==> src/rtl/wb_rom_arbiter_pkg.sv <==
// Shared definitions for the two-master Wishbone ROM arbiter:
// FSM state encodings, grant identifiers and the default watchdog timeout.
package wb_rom_arbiter_pkg;

    // FSM state encodings (legacy-compatible plain constants)
    localparam logic [1:0] ST_IDLE = 2'd0;
    localparam logic [1:0] ST_GNT0 = 2'd1;
    localparam logic [1:0] ST_GNT1 = 2'd2;

    // Default number of STB-without-ACK cycles before a cycle is aborted
    localparam int TIMEOUT_DEFAULT = 16;

    // Encoding of the last_gnt bit
    localparam logic GNT_M0 = 1'b0;
    localparam logic GNT_M1 = 1'b1;

    // Map a master index onto its grant state
    function automatic logic [1:0] gnt_state(input logic idx);
        return (idx == GNT_M1) ? ST_GNT1 : ST_GNT0;
    endfunction

endpackage

==> src/rtl/wb_arb_pick.sv <==
// Combinational tie-break for the Wishbone ROM arbiter.
// Build option: WB_ARB_ROUND_ROBIN_EN
//   defined     - simultaneous requests go to the master that did not own the last tenure
//   not defined - fixed priority, M0 always wins a tie (last_gnt ignored)
// At most one of gnt0/gnt1 is ever high.
module wb_arb_pick
    import wb_rom_arbiter_pkg::*;
(
    input  logic req0,
    input  logic req1,
    input  logic last_gnt,
    output logic gnt0,
    output logic gnt1
);

`ifdef WB_ARB_ROUND_ROBIN_EN
    // A lone request always wins; on a tie the master that was not last served wins
    assign gnt0 = req0 & (~req1 | (last_gnt == GNT_M1));
    assign gnt1 = req1 & (~req0 | (last_gnt == GNT_M0));
`else
    logic unused_last_gnt;

    // Fixed priority: M0 beats M1 whenever both ask
    assign gnt0 = req0;
    assign gnt1 = req1 & ~req0;
    assign unused_last_gnt = last_gnt;
`endif

endmodule

==> src/rtl/wb_rom_arbiter.sv <==
// Two-master to one-slave Wishbone classic (read-only) arbiter for the shared boot/program ROM.
// M0 = instruction fetch, M1 = data load. The winning master keeps the slave for as long as it
// holds CYC; a watchdog aborts a tenure whose strobe goes unanswered for TIMEOUT cycles.
// Build option: WB_ARB_ROUND_ROBIN_EN selects round-robin tie-break (see wb_arb_pick),
// otherwise M0 has fixed priority.
module wb_rom_arbiter
    import wb_rom_arbiter_pkg::*;
#(
    parameter int ADR_W   = 32,
    parameter int TIMEOUT = TIMEOUT_DEFAULT,
    parameter int CNT_W   = 5
) (
    input  logic             clk,
    input  logic             rst,
    // master 0 (instruction fetch)
    input  logic             m0_cyc_i,
    input  logic             m0_stb_i,
    input  logic [ADR_W-1:0] m0_adr_i,
    output logic [31:0]      m0_dat_o,
    output logic             m0_ack_o,
    output logic             m0_err_o,
    // master 1 (data load)
    input  logic             m1_cyc_i,
    input  logic             m1_stb_i,
    input  logic [ADR_W-1:0] m1_adr_i,
    output logic [31:0]      m1_dat_o,
    output logic             m1_ack_o,
    output logic             m1_err_o,
    // ROM slave
    output logic             s_cyc_o,
    output logic             s_stb_o,
    output logic [ADR_W-1:0] s_adr_o,
    input  logic [31:0]      s_dat_i,
    input  logic             s_ack_i
);

    // Counter value on which the watchdog fires
    localparam logic [CNT_W-1:0] WD_LAST = CNT_W'(TIMEOUT - 1);

    logic [1:0]       state_q, state_d;
    logic             last_gnt_q, last_gnt_d;
    logic [CNT_W-1:0] wd_cnt_q, wd_cnt_d;

    logic req0, req1;
    logic pick0, pick1;
    logic granted;      // a master currently owns the slave
    logic gnt_idx;      // which master owns it (valid when granted)
    logic gnt_cyc;      // owner's CYC
    logic gnt_stb;      // owner's STB
    logic wd_expire;    // abort the current tenure this cycle

    assign req0 = m0_cyc_i & m0_stb_i;
    assign req1 = m1_cyc_i & m1_stb_i;

    wb_arb_pick u_pick (
        .req0     (req0),
        .req1     (req1),
        .last_gnt (last_gnt_q),
        .gnt0     (pick0),
        .gnt1     (pick1)
    );

    assign granted = (state_q == ST_GNT0) || (state_q == ST_GNT1);
    assign gnt_idx = (state_q == ST_GNT1) ? GNT_M1 : GNT_M0;
    assign gnt_cyc = granted & ((gnt_idx == GNT_M1) ? m1_cyc_i : m0_cyc_i);
    assign gnt_stb = granted & ((gnt_idx == GNT_M1) ? m1_stb_i : m0_stb_i);

    // A late ack on the expiry cycle wins: the transfer completes and no error is raised
    assign wd_expire = gnt_stb & ~s_ack_i & (wd_cnt_q == WD_LAST);

    // Route the owning master to the slave and the slave response back to it only
    always_comb begin
        // NOTE: every output gets a default first so no path through the case infers a latch.
        s_cyc_o  = 1'b0;
        s_stb_o  = 1'b0;
        s_adr_o  = '0;
        m0_dat_o = '0;
        m0_ack_o = 1'b0;
        m0_err_o = 1'b0;
        m1_dat_o = '0;
        m1_ack_o = 1'b0;
        m1_err_o = 1'b0;
        case (state_q)
            ST_GNT0: begin
                s_cyc_o  = m0_cyc_i;
                s_stb_o  = m0_stb_i;
                s_adr_o  = m0_adr_i;
                m0_dat_o = s_dat_i;
                m0_ack_o = s_ack_i;
                m0_err_o = wd_expire;
            end
            ST_GNT1: begin
                s_cyc_o  = m1_cyc_i;
                s_stb_o  = m1_stb_i;
                s_adr_o  = m1_adr_i;
                m1_dat_o = s_dat_i;
                m1_ack_o = s_ack_i;
                m1_err_o = wd_expire;
            end
            default: ;
        endcase
    end

    // Next-state logic: grant from IDLE, hold while CYC is up, release on CYC drop or watchdog
    always_comb begin
        state_d    = state_q;
        last_gnt_d = last_gnt_q;
        wd_cnt_d   = wd_cnt_q;
        case (state_q)
            ST_IDLE: begin
                // counter is held at zero here, so every tenure starts from a clean count
                wd_cnt_d = '0;
                if (pick0 | pick1) begin
                    state_d = gnt_state(pick1);
                end
            end
            ST_GNT0, ST_GNT1: begin
                if (!gnt_cyc || wd_expire) begin
                    // release; the mandatory IDLE cycle follows
                    state_d    = ST_IDLE;
                    last_gnt_d = gnt_idx;
                    wd_cnt_d   = '0;
                end else if (s_ack_i) begin
                    wd_cnt_d = '0;
                end else if (gnt_stb) begin
                    wd_cnt_d = wd_cnt_q + 1'b1;
                end
            end
            default: begin
                state_d  = ST_IDLE;
                wd_cnt_d = '0;
            end
        endcase
    end

    // State, arbitration history and watchdog registers with synchronous reset
    always_ff @(posedge clk) begin
        // NOTE: registers use non-blocking assignments so every flop samples pre-edge values.
        if (rst) begin
            state_q    <= ST_IDLE;
            last_gnt_q <= GNT_M1;
            wd_cnt_q   <= '0;
        end else begin
            state_q    <= state_d;
            last_gnt_q <= last_gnt_d;
            wd_cnt_q   <= wd_cnt_d;
        end
    end

endmodule

==> config.mk <==
export PLATFORM = sky130hd
export DESIGN_NAME = wb_rom_arbiter
export DESIGN_NICKNAME = d
export VERILOG_FILES = /design/src/rtl/wb_rom_arbiter_pkg.sv /design/src/rtl/wb_arb_pick.sv /design/src/rtl/wb_rom_arbiter.sv
export SDC_FILE = /design/constraint.sdc
export NUM_CORES = 1
export LEC_CHECK = 0
export CORE_ASPECT_RATIO = 1.1
export CORE_MARGIN = 3
export CORE_UTILIZATION = 26
export DETAILED_ROUTE_END_ITERATION = 12
export GPL_TIMING_DRIVEN = 1
export HOLD_SLACK_MARGIN = 0.03
export PLACE_DENSITY = 0.85
export SLEW_MARGIN = 40
export SYNTH_ARGS = -nofsm -noshare
export SYNTH_HDL_FRONTEND = slang
export SYNTH_SLANG_ARGS = --single-unit
==> constraint.sdc <==
create_clock -name clk -period 3.1 [get_ports clk]
set_input_delay 0.62 -clock clk [delete_from_list [all_inputs] [get_ports clk]]
set_output_delay 0.62 -clock clk [all_outputs]
set_load 0.005 [all_outputs]
==> qor.csv, run 1 <==
stage,metric,value,unit
worst_setup_path,reg2reg_from,state_q[0]$_SDFFE_PP0P_,
floorplanning,num_rows,27,
layout,finalCoreUtilization,69.3,%
worst_setup_path,crit_top_cell,clkdlybuf4s50_1,
detailed_routing,wl_per_cell,15.1,µm
layout,fin_nets,510,
clock_network,cts_buffers,3,
sta,finClkSkew,0.000921,ns
global_routing,overflow,0,
sta,period_share,94.0,%
layout,n_antenna_cell,0,
global_routing,grt_util_met3,8.86,%
global_routing,busiest_layer,met2,
clock_network,cts_setup_buffers,0,
global_routing,antenna_found_initial,0,
global_routing,grtUsageMet1,21.2,%
layout,final_cell_mix,"clkdlybuf4s50_1 (204), and2_1 (68), a22oi_1 (34), nor2b_1 (34)",
synth,yosys_warnings,0,
sta,tns,0,ns
sta,drv_slew,0,
clock_network,cts_buffer_depth,2,
floorplanning,dieArea,0.00642,mm²
sta,hold_viol,0,
global_routing,first_global_vias,2270,
run,maxCapViolations,0,
detailed_routing,wl,7120,µm
outcome,status,finished clean,
placement,dp_hpwl,5920,µm
global_routing,met2_usage,40.8,%
detailed_routing,dr.pass1.iters,4,
worst_setup_path,start_kind,input port,
placement,numPortBuffers,204,
global_routing,grt.total_usage,21.4,%
worst_setup_path,cp_slowest_cell,clkdlybuf4s50_1,
power_and_ir_drop,irDropWorstVdd,0.194,mV
synth,postSynthCellCount,205,
detailed_routing,drc,0,
clock_network,cts_root_buf,clkbuf_8,
worst_setup_path,crit_fanout,5,
power_and_ir_drop,power_density,193,mW/mm²
sta,worst_pin_slew,0.401,ns
layout,final_cells,472,
floorplanning,core,0.00517,mm²
floorplanning,top_level_ports,205,
power_and_ir_drop,power.leakage,1.23,nW
layout,area_growth,151,%
sta,setup_violations,0,
placement,placedCellCount,468,
sta,fin_crit,2.91,ns
worst_hold_path,min_from,wd_cnt_q[1]$_SDFFE_PP0N_,
synth,syn_nets,314,
layout,stdcell_area,0.00358,mm²
clock_network,cts_max_level,1,
placement,place_area,0.00354,mm²
worst_setup_path,critical_path.startpoint,m0_stb_i,
clock_network,cts_tree,built,
clock_network,post_cts_resized,0,
sta,rsz0062_at_grt,no,
synth,ys_seq_area_share,9.82,%
worst_setup_path,cpPeakStageDelay,0.57,ns
clock_network,ctsHoldBuffers,0,
floorplanning,start_util,27.6,%
detailed_routing,drt_iter0_markers,69,
clock_network,path_clk_slew,0.04,ns
sta,maxSlewHeadroom,73.2,%
detailed_routing,num_vias,2193,
floorplanning,die_w,76.7,µm
detailed_routing,ant_nets,0,
layout,final_common_cell,clkdlybuf4s50_1,
global_routing,grt_max_degree,46,
global_routing,grt_pass1_wl,11100,µm
placement,gp_congestion,0.798,
detailed_routing,vias_per_cell,4.65,
worst_setup_path,worstSetupEndpointType,output pin,
clock_network,cts_num_sinks,7,
synth,ys_ff_latch,7,
floorplanning,die_height,83.7,µm
synth,syn_area,0.00143,mm²
worst_hold_path,hp-class,reg2reg,
worst_setup_path,arrival,2.29,ns
worst_setup_path,path_class,in2out,
layout,drive_above_1_share,3.50,%
synth,synth_cell_type_count,24,
worst_setup_path,crit_chain,clkdlybuf4s50_1 > mux2i_4 > nand2b_1 > nor3_1 > and2_1 > clkdlybuf4s50_1,
sta,fmax,0.343,GHz
worst_setup_path,critPathRequiredTime,2.48,ns
clock_network,clk_latency,0.23,ns
synth,syn_area_per_cell,6.96,µm²
[critical path, delay by kind of cell]
kind	cells	cell delay, ns
buffers and inverters	2	1.07
AND/OR/NAND/NOR	3	0.49
multiplexers	1	0.11
[state kept, by name, indices dropped and copies added (netlist names)]
| signal | count |
|---|---|
| state_q | 2 |
| wd_cnt_q | 5 |
[power breakdown]
group | switching [mW] | internal [mW] | leakage (nW) | total [mW]
logic | 0.165 | 0.302 | 1.15 | 0.468
clock network | 0.0390 | 0.0889 | 0.0228 | 0.128
registers | 0.00235 | 0.0932 | 0.0566 | 0.0956
total | 0.207 | 0.485 | 1.23 | 0.691
[Yosys cell counts]
cell type  instances  area [µm²]
and2_1            68         425
o311ai_2           1        16.3
inv_1              4        15.0
dfxtp_1            7         140
and3_1             1        6.26
and2b_1            1        7.51
nand2_1            7        26.3
nor3_1             1        5.00
or3_4              1        11.3
nand3_1            1        5.00
xnor2_1            3        26.3
a22oi_1           34         255
mux2_2             1        11.3
nor2b_1           34         213
clkbuf_1          17        63.8
o311ai_0           2        17.5
a211oi_2           1        12.5
buf_6              1        11.3
nor2_1             7        26.3
nand4_1            2        12.5
ha_1               6        75.1
nand2b_1           2        12.5
a21oi_1            2        10.0
mux2i_4            1        22.5
[layer usage]
layer | part of all wire [%] | up-vias
met4 | 1.4 | 0
met1 | 38 | 974
met5 | 0 | -
met2 | 50 | 125
met3 | 11 | 9
li1 | - | 1085
[cells by family after synthesis]
group / count (synthesis) / synth area share [%]
buffers and inverters: 22 / 6.31
AO/OA/AOI/OAI: 40 / 21.8
XOR/XNOR: 3 / 1.84
multiplexers: 2 / 2.37
flip-flops: 7 / 9.82
adder cells (fa/ha/maj): 6 / 5.26
AND/OR/NAND/NOR: 125 / 52.6
[final cells by class]
class | count | area (µm²)
multi-input combinational | 176 | 1200
tap | 72 | 90.1
sequential | 7 | 140
fill | 437 | 1590
clock buffer | 4 | 45.0
timing repair buffer | 209 | 2090
inverter | 4 | 15.0
[stage by stage]
step                      hold slack, ns  power (mW)  setup WS, ns
final                              0.478       0.691         0.186
after global routing               0.510       0.739        0.0269
after CTS                          0.478       0.702         0.165
after detailed placement           0.472       0.568         0.167
after global placement             0.471       0.564         0.142
after floorplan                    0.451       0.275          1.12
[final timing paths]
path,endpoint,slack (ns),depth (start not counted)
max,m0_err_o,0.19,6
min,wd_cnt_q[1]$_SDFFE_PP0N_,0.48,2
max reg2reg,wd_cnt_q[4]$_SDFFE_PP0N_,1.02,7
min reg2reg,wd_cnt_q[1]$_SDFFE_PP0N_,0.48,2
(Power assumes the default switching activity.)
==> run 2: changes to the inputs <==
Clock period 3.1 ns to 3.5 ns, I/O delays scaled along.
==> run 2 against run 1 <==
Clock-buffer cell count stayed put; sequential cell count unchanged; setup slack better by 0.095 ns; hold slack gained 0.018 ns; clock skew increased by 0.0032 ns; die area did not move; core utilization down 0.097 points; sequential share of layout area hardly changed; first-iteration DRC count decreased by 5.8%.
==> qor.csv, run 2 (synthesis results as in run 1) <==
stage,metric,value,unit
sta,timing.final.ws_setup,0.281,ns
clock_network,cts_num_sinks,7,
sta,tns,0,ns
layout,top_register,wd_cnt_q,
outcome,status,finished clean,
sta,setup_violations,0,
worst_setup_path,worstSetupEndpointType,output pin,
detailed_routing,wl_per_cell,15.2,µm
floorplanning,die_height,83.7,µm
clock_network,post_cts_resized,0,
placement,dp_hpwl,5910,µm
sta,hold_ws,0.496,ns
layout,finalCoreUtilization,69.2,%
layout,final_cell_mix,"clkdlybuf4s50_1 (204), and2_1 (68), a22oi_1 (34), nor2b_1 (34)",
layout,largest_reg_flops,5,
layout,final_common_cell,clkdlybuf4s50_1,
global_routing,grt_pass1_wl,11300,µm
placement,numPortBuffers,204,
sta,period_share,92.0,%
clock_network,ctsHoldBuffers,0,
power_and_ir_drop,power_density,172,mW/mm²
placement,place_area,0.00353,mm²
layout,final_cells,473,
power_and_ir_drop,seq_power_share,13.8,%
layout,drive_above_1_share,3.74,%
run,maxCapViolations,0,
layout,stdcell_area,0.00358,mm²
floorplanning,start_util,27.6,%
global_routing,antenna_found_initial,0,
layout,fillers,427,
floorplanning,core,0.00517,mm²
power_and_ir_drop,internal_power,0.428,mW
layout,top_regs,"wd_cnt_q: 5 flops, state_q: 2 flops",
worst_setup_path,start_kind,input port,
clock_network,cts_max_level,1,
clock_network,cts_tree,built,
clock_network,cts_buffer_depth,2,
sta,fin_crit,3.22,ns
detailed_routing,ant_nets,0,
clock_network,cts_setup_buffers,0,
sta,drv_slew,0,
worst_setup_path,arrival,2.52,ns
worst_hold_path,hp-class,reg2reg,
power_and_ir_drop,swShare,30.2,%
sta,worst_pin_slew,0.441,ns
worst_setup_path,critPathRequiredTime,2.80,ns
clock_network,cts_buffers,3,
floorplanning,top_level_ports,205,
layout,fin_nets,511,
global_routing,first_global_vias,2224,
global_routing,overflow,0,
sta,fmax,0.311,GHz
detailed_routing,vias_per_cell,4.63,
sta,maxSlewHeadroom,70.6,%
power_and_ir_drop,power.share.clock,18.8,%
floorplanning,num_rows,27,
power_and_ir_drop,power.leakage,1.23,nW
floorplanning,die_w,76.7,µm
clock_network,clk_latency,0.23,ns
sta,finClkSkew,0.00415,ns
layout,area_growth,151,%
detailed_routing,wl,7200,µm
clock_network,cts_root_buf,clkbuf_8,
worst_setup_path,path_class,in2out,
layout,n_antenna_cell,0,
detailed_routing,drt_iter0_markers,65,
power_and_ir_drop,comb_power_share,67.3,%
floorplanning,dieArea,0.00642,mm²
power_and_ir_drop,irDropWorstVdd,0.201,mV
placement,dp_slack,0.319,ns
detailed_routing,drc,0,
detailed_routing,dr.pass1.iters,5,
power_and_ir_drop,netSwitchingPower,0.186,mW
global_routing,grt.total_usage,21.6,%
power_and_ir_drop,total_power,0.614,mW
sta,rsz0062_at_grt,no,
clock_network,path_clk_slew,0.04,ns
sta,hold_viol,0,
placement,placedCellCount,469,
placement,gp_congestion,0.817,
global_routing,grt_max_degree,37,
detailed_routing,num_vias,2188,
worst_setup_path,crit_fanout,5,
## run 2: changes by cell type in the layout (fill, tap and decap cells not counted), sizes merged
cell and change:
buf +1
## run 2: power groups by stage
stage | Combinational (mW) | Sequential [mW] | Clock [mW]
finish | 0.413 | 0.0848 | 0.116
global route | 0.448 | 0.0850 | 0.122
floorplan | 0.158 | 0.0854 | 0
detailed placement | 0.415 | 0.0859 | 0
CTS | 0.418 | 0.0847 | 0.119
global placement | 0.412 | 0.0857 | 0
## run 2: cell type report
cell class	count	area [µm²]	share of cell area (%)
Clock buffer	4	45.0	1.26
Tap cell	72	90.1	2.52
Multi-Input combinational cell	176	1200	33.5
Sequential cell	7	140	3.92
Inverter	4	15.0	0.420
Timing Repair Buffer	210	2090	58.3
## run 2: per-layer routing
metal	up-vias	part of all wire [%]	track usage [%]
li1	1093	-	-
met4	0	0.96	4.61
met1	947	39	23.7
met2	140	50	39.6
met5	-	0	0
met3	8	10	7.56
## run 2: final timing paths
path,start,endpoint,slack [ns],cells after the start
max,m1_stb_i,m0_err_o,0.28,6
min,wd_cnt_q[1]$_SDFFE_PP0N_,wd_cnt_q[1]$_SDFFE_PP0N_,0.50,2
max reg2reg,state_q[0]$_SDFFE_PP0P_,wd_cnt_q[4]$_SDFFE_PP0N_,1.40,7
min reg2reg,wd_cnt_q[1]$_SDFFE_PP0N_,wd_cnt_q[1]$_SDFFE_PP0N_,0.50,2
## run 2: critical path: stages
cell             delay, ns
clkdlybuf4s50_1       0.57
mux2i_4               0.12
nand2b_1              0.19
nor3_1                0.25
and2_1                0.18
clkdlybuf4s50_1       0.51
==> run 3: changes to the inputs <==
Settings changed: CAP_MARGIN set to 5, GPL_TIMING_DRIVEN 1 to 0, MAX_ROUTING_LAYER set to met4.
==> run 3 against run 2 <==
Clock skew down 0.0035 ns; wire length is 4.1% higher; sequential power is essentially flat; largest cell class unchanged; hold slack worse by 0.020 ns; critical path type is now reg2out.
==> qor.csv, run 3 (synthesis results as in run 1) <==
stage,metric,value,unit
outcome,status,finished clean,
clock_network,cts_num_sinks,7,
detailed_routing,vias_per_cell,4.65,
clock_network,cts_buffer_depth,2,
sta,timing.final.ws_setup,0.369,ns
layout,top_regs,"wd_cnt_q: 5 flops, state_q: 2 flops",
worst_hold_path,hp-class,reg2reg,
sta,worst_pin_slew,0.494,ns
worst_setup_path,path_class,reg2out,
detailed_routing,dr.pass1.iters,4,
global_routing,grt_pass1_wl,11900,µm
detailed_routing,num_vias,2257,
clock_network,path_clk_slew,0.04,ns
sta,maxSlewHeadroom,67.0,%
placement,dp_slack,0.375,ns
layout,top_register,wd_cnt_q,
layout,area_growth,152,%
placement,dp_hpwl,6400,µm
layout,fin_nets,523,
detailed_routing,wl,7500,µm
detailed_routing,wl_per_cell,15.5,µm
global_routing,antenna_found_initial,0,
power_and_ir_drop,power_density,171,mW/mm²
detailed_routing,ant_nets,0,
worst_setup_path,start_kind,register,
run,maxCapViolations,0,
layout,multi_input_area,0.00120,mm²
floorplanning,die_height,83.7,µm
worst_setup_path,reg2reg_to,wd_cnt_q[4]$_SDFFE_PP0N_,
worst_setup_path,reg2reg_from,state_q[0]$_SDFFE_PP0P_,
worst_setup_path,critPathRequiredTime,2.80,ns
worst_hold_path,holdPathStages,2,
sta,fmax,0.319,GHz
layout,n_antenna_cell,0,
worst_setup_path,r2r_cells,7,
sta,setup_violations,0,
worst_setup_path,crit_fanout,10,
floorplanning,start_util,27.6,%
clock_network,ctsHoldBuffers,0,
power_and_ir_drop,irDropWorstVdd,0.137,mV
sta,period_share,89.5,%
placement,place_area,0.00356,mm²
worst_setup_path,arrival,2.43,ns
worst_hold_path,hold-path-endpoint,wd_cnt_q[1]$_SDFFE_PP0N_,
clock_network,post_cts_resized,0,
detailed_routing,drt_iter0_markers,50,
layout,largest_reg_flops,5,
power_and_ir_drop,power.leakage,1.22,nW
sta,hold_viol,0,
clock_network,clk_latency,0.23,ns
clock_network,cts_setup_buffers,0,
clock_network,cts_tree,built,
clock_network,cts_max_level,1,
worst_setup_path,r2r_slack,1.66,ns
floorplanning,top_level_ports,205,
sta,tns,0,ns
clock_network,cts_root_buf,clkbuf_8,
sta,hold_ws,0.476,ns
layout,layout.area.seq,140,µm²
layout,final_common_cell,clkdlybuf4s50_1,
clock_network,cts_buffers,3,
worst_setup_path,worstSetupEndpointType,output pin,
detailed_routing,drc,0,
sta,finClkSkew,0.000642,ns
floorplanning,die_w,76.7,µm
global_routing,overflow,0,
layout,stdcell_area,0.00360,mm²
floorplanning,dieArea,0.00642,mm²
sta,rsz0062_at_grt,no,
placement,numPortBuffers,204,
global_routing,first_global_vias,2405,
layout,final_cell_mix,"clkdlybuf4s50_1 (204), and2_1 (68), a22oi_1 (34), nor2b_1 (34), clkbuf_1 (18)",
floorplanning,core,0.00517,mm²
floorplanning,num_rows,27,
placement,gp_congestion,0.835,
global_routing,grt_max_degree,11,
worst_hold_path,min_from,wd_cnt_q[1]$_SDFFE_PP0N_,
layout,fillers,435,
layout,finalCoreUtilization,69.7,%
layout,drive_above_1_share,2.18,%
sta,drv_slew,0,
sta,fin_crit,3.13,ns
global_routing,grt.total_usage,23.3,%
[run 3: cell types whose count changed in the layout (fill, tap and decap cells not counted), sizes merged]
| cell | delta |
|---|---|
| clkbuf | +17 |
| buf | -5 |
[run 3: per-stage QoR]
| stage | power, mW | cells |
|---|---|---|
| finish | 0.617 | 485 |
| global route | 0.663 | 485 |
| CTS | 0.626 | 485 |
| detailed placement | 0.510 | 481 |
| global placement | 0.504 | 481 |
| floorplan | 0.244 | 205 |
[run 3: area by class of cell]
type | count | share of cell area [%]
multi-input combinational | 176 | 33.2
timing repair buffer | 204 | 56.6
buffer | 18 | 2.08
sequential | 7 | 3.89
inverter | 4 | 0.417
clock buffer | 4 | 1.25
tap | 72 | 2.50
[run 3: per-layer routing]
metal,global-route usage (%),up-vias,share of wire [%]
li1,-,1110,-
met1,24.9,995,39
met2,41.6,139,50
met3,7.13,13,8.9
met4,6.26,0,1.9
met5,-,-,0
[run 3: worst max-delay path by stage]
| stage | from | end | depth (start not counted) |
|---|---|---|---|
| after global placement | m1_stb_i | m1_err_o | 6 |
| after global routing | state_q[0]$_SDFFE_PP0P_ | s_adr_o[10] | 6 |
| after CTS | state_q[0]$_SDFFE_PP0P_ | s_adr_o[14] | 6 |
| after floorplan | state_q[0]$_SDFFE_PP0P_ | m0_err_o | 7 |
| final | state_q[0]$_SDFFE_PP0P_ | s_adr_o[14] | 6 |
| after detailed placement | m1_stb_i | m1_err_o | 6 |
[run 3: where the power goes]
part           internal (mW)  switching [mW]  total, mW
clock                 0.0786          0.0329      0.111
combinational          0.267           0.154      0.421
sequential            0.0826         0.00192     0.0845
[run 3: worst max-delay path, stage by stage, from the launching register on]
cell	delay (ns)
dfxtp_1	0.34
inv_1	0.10
ha_1	0.33
clkbuf_1	0.32
clkbuf_1	0.36
nor2b_1	0.23
clkdlybuf4s50_1	0.52
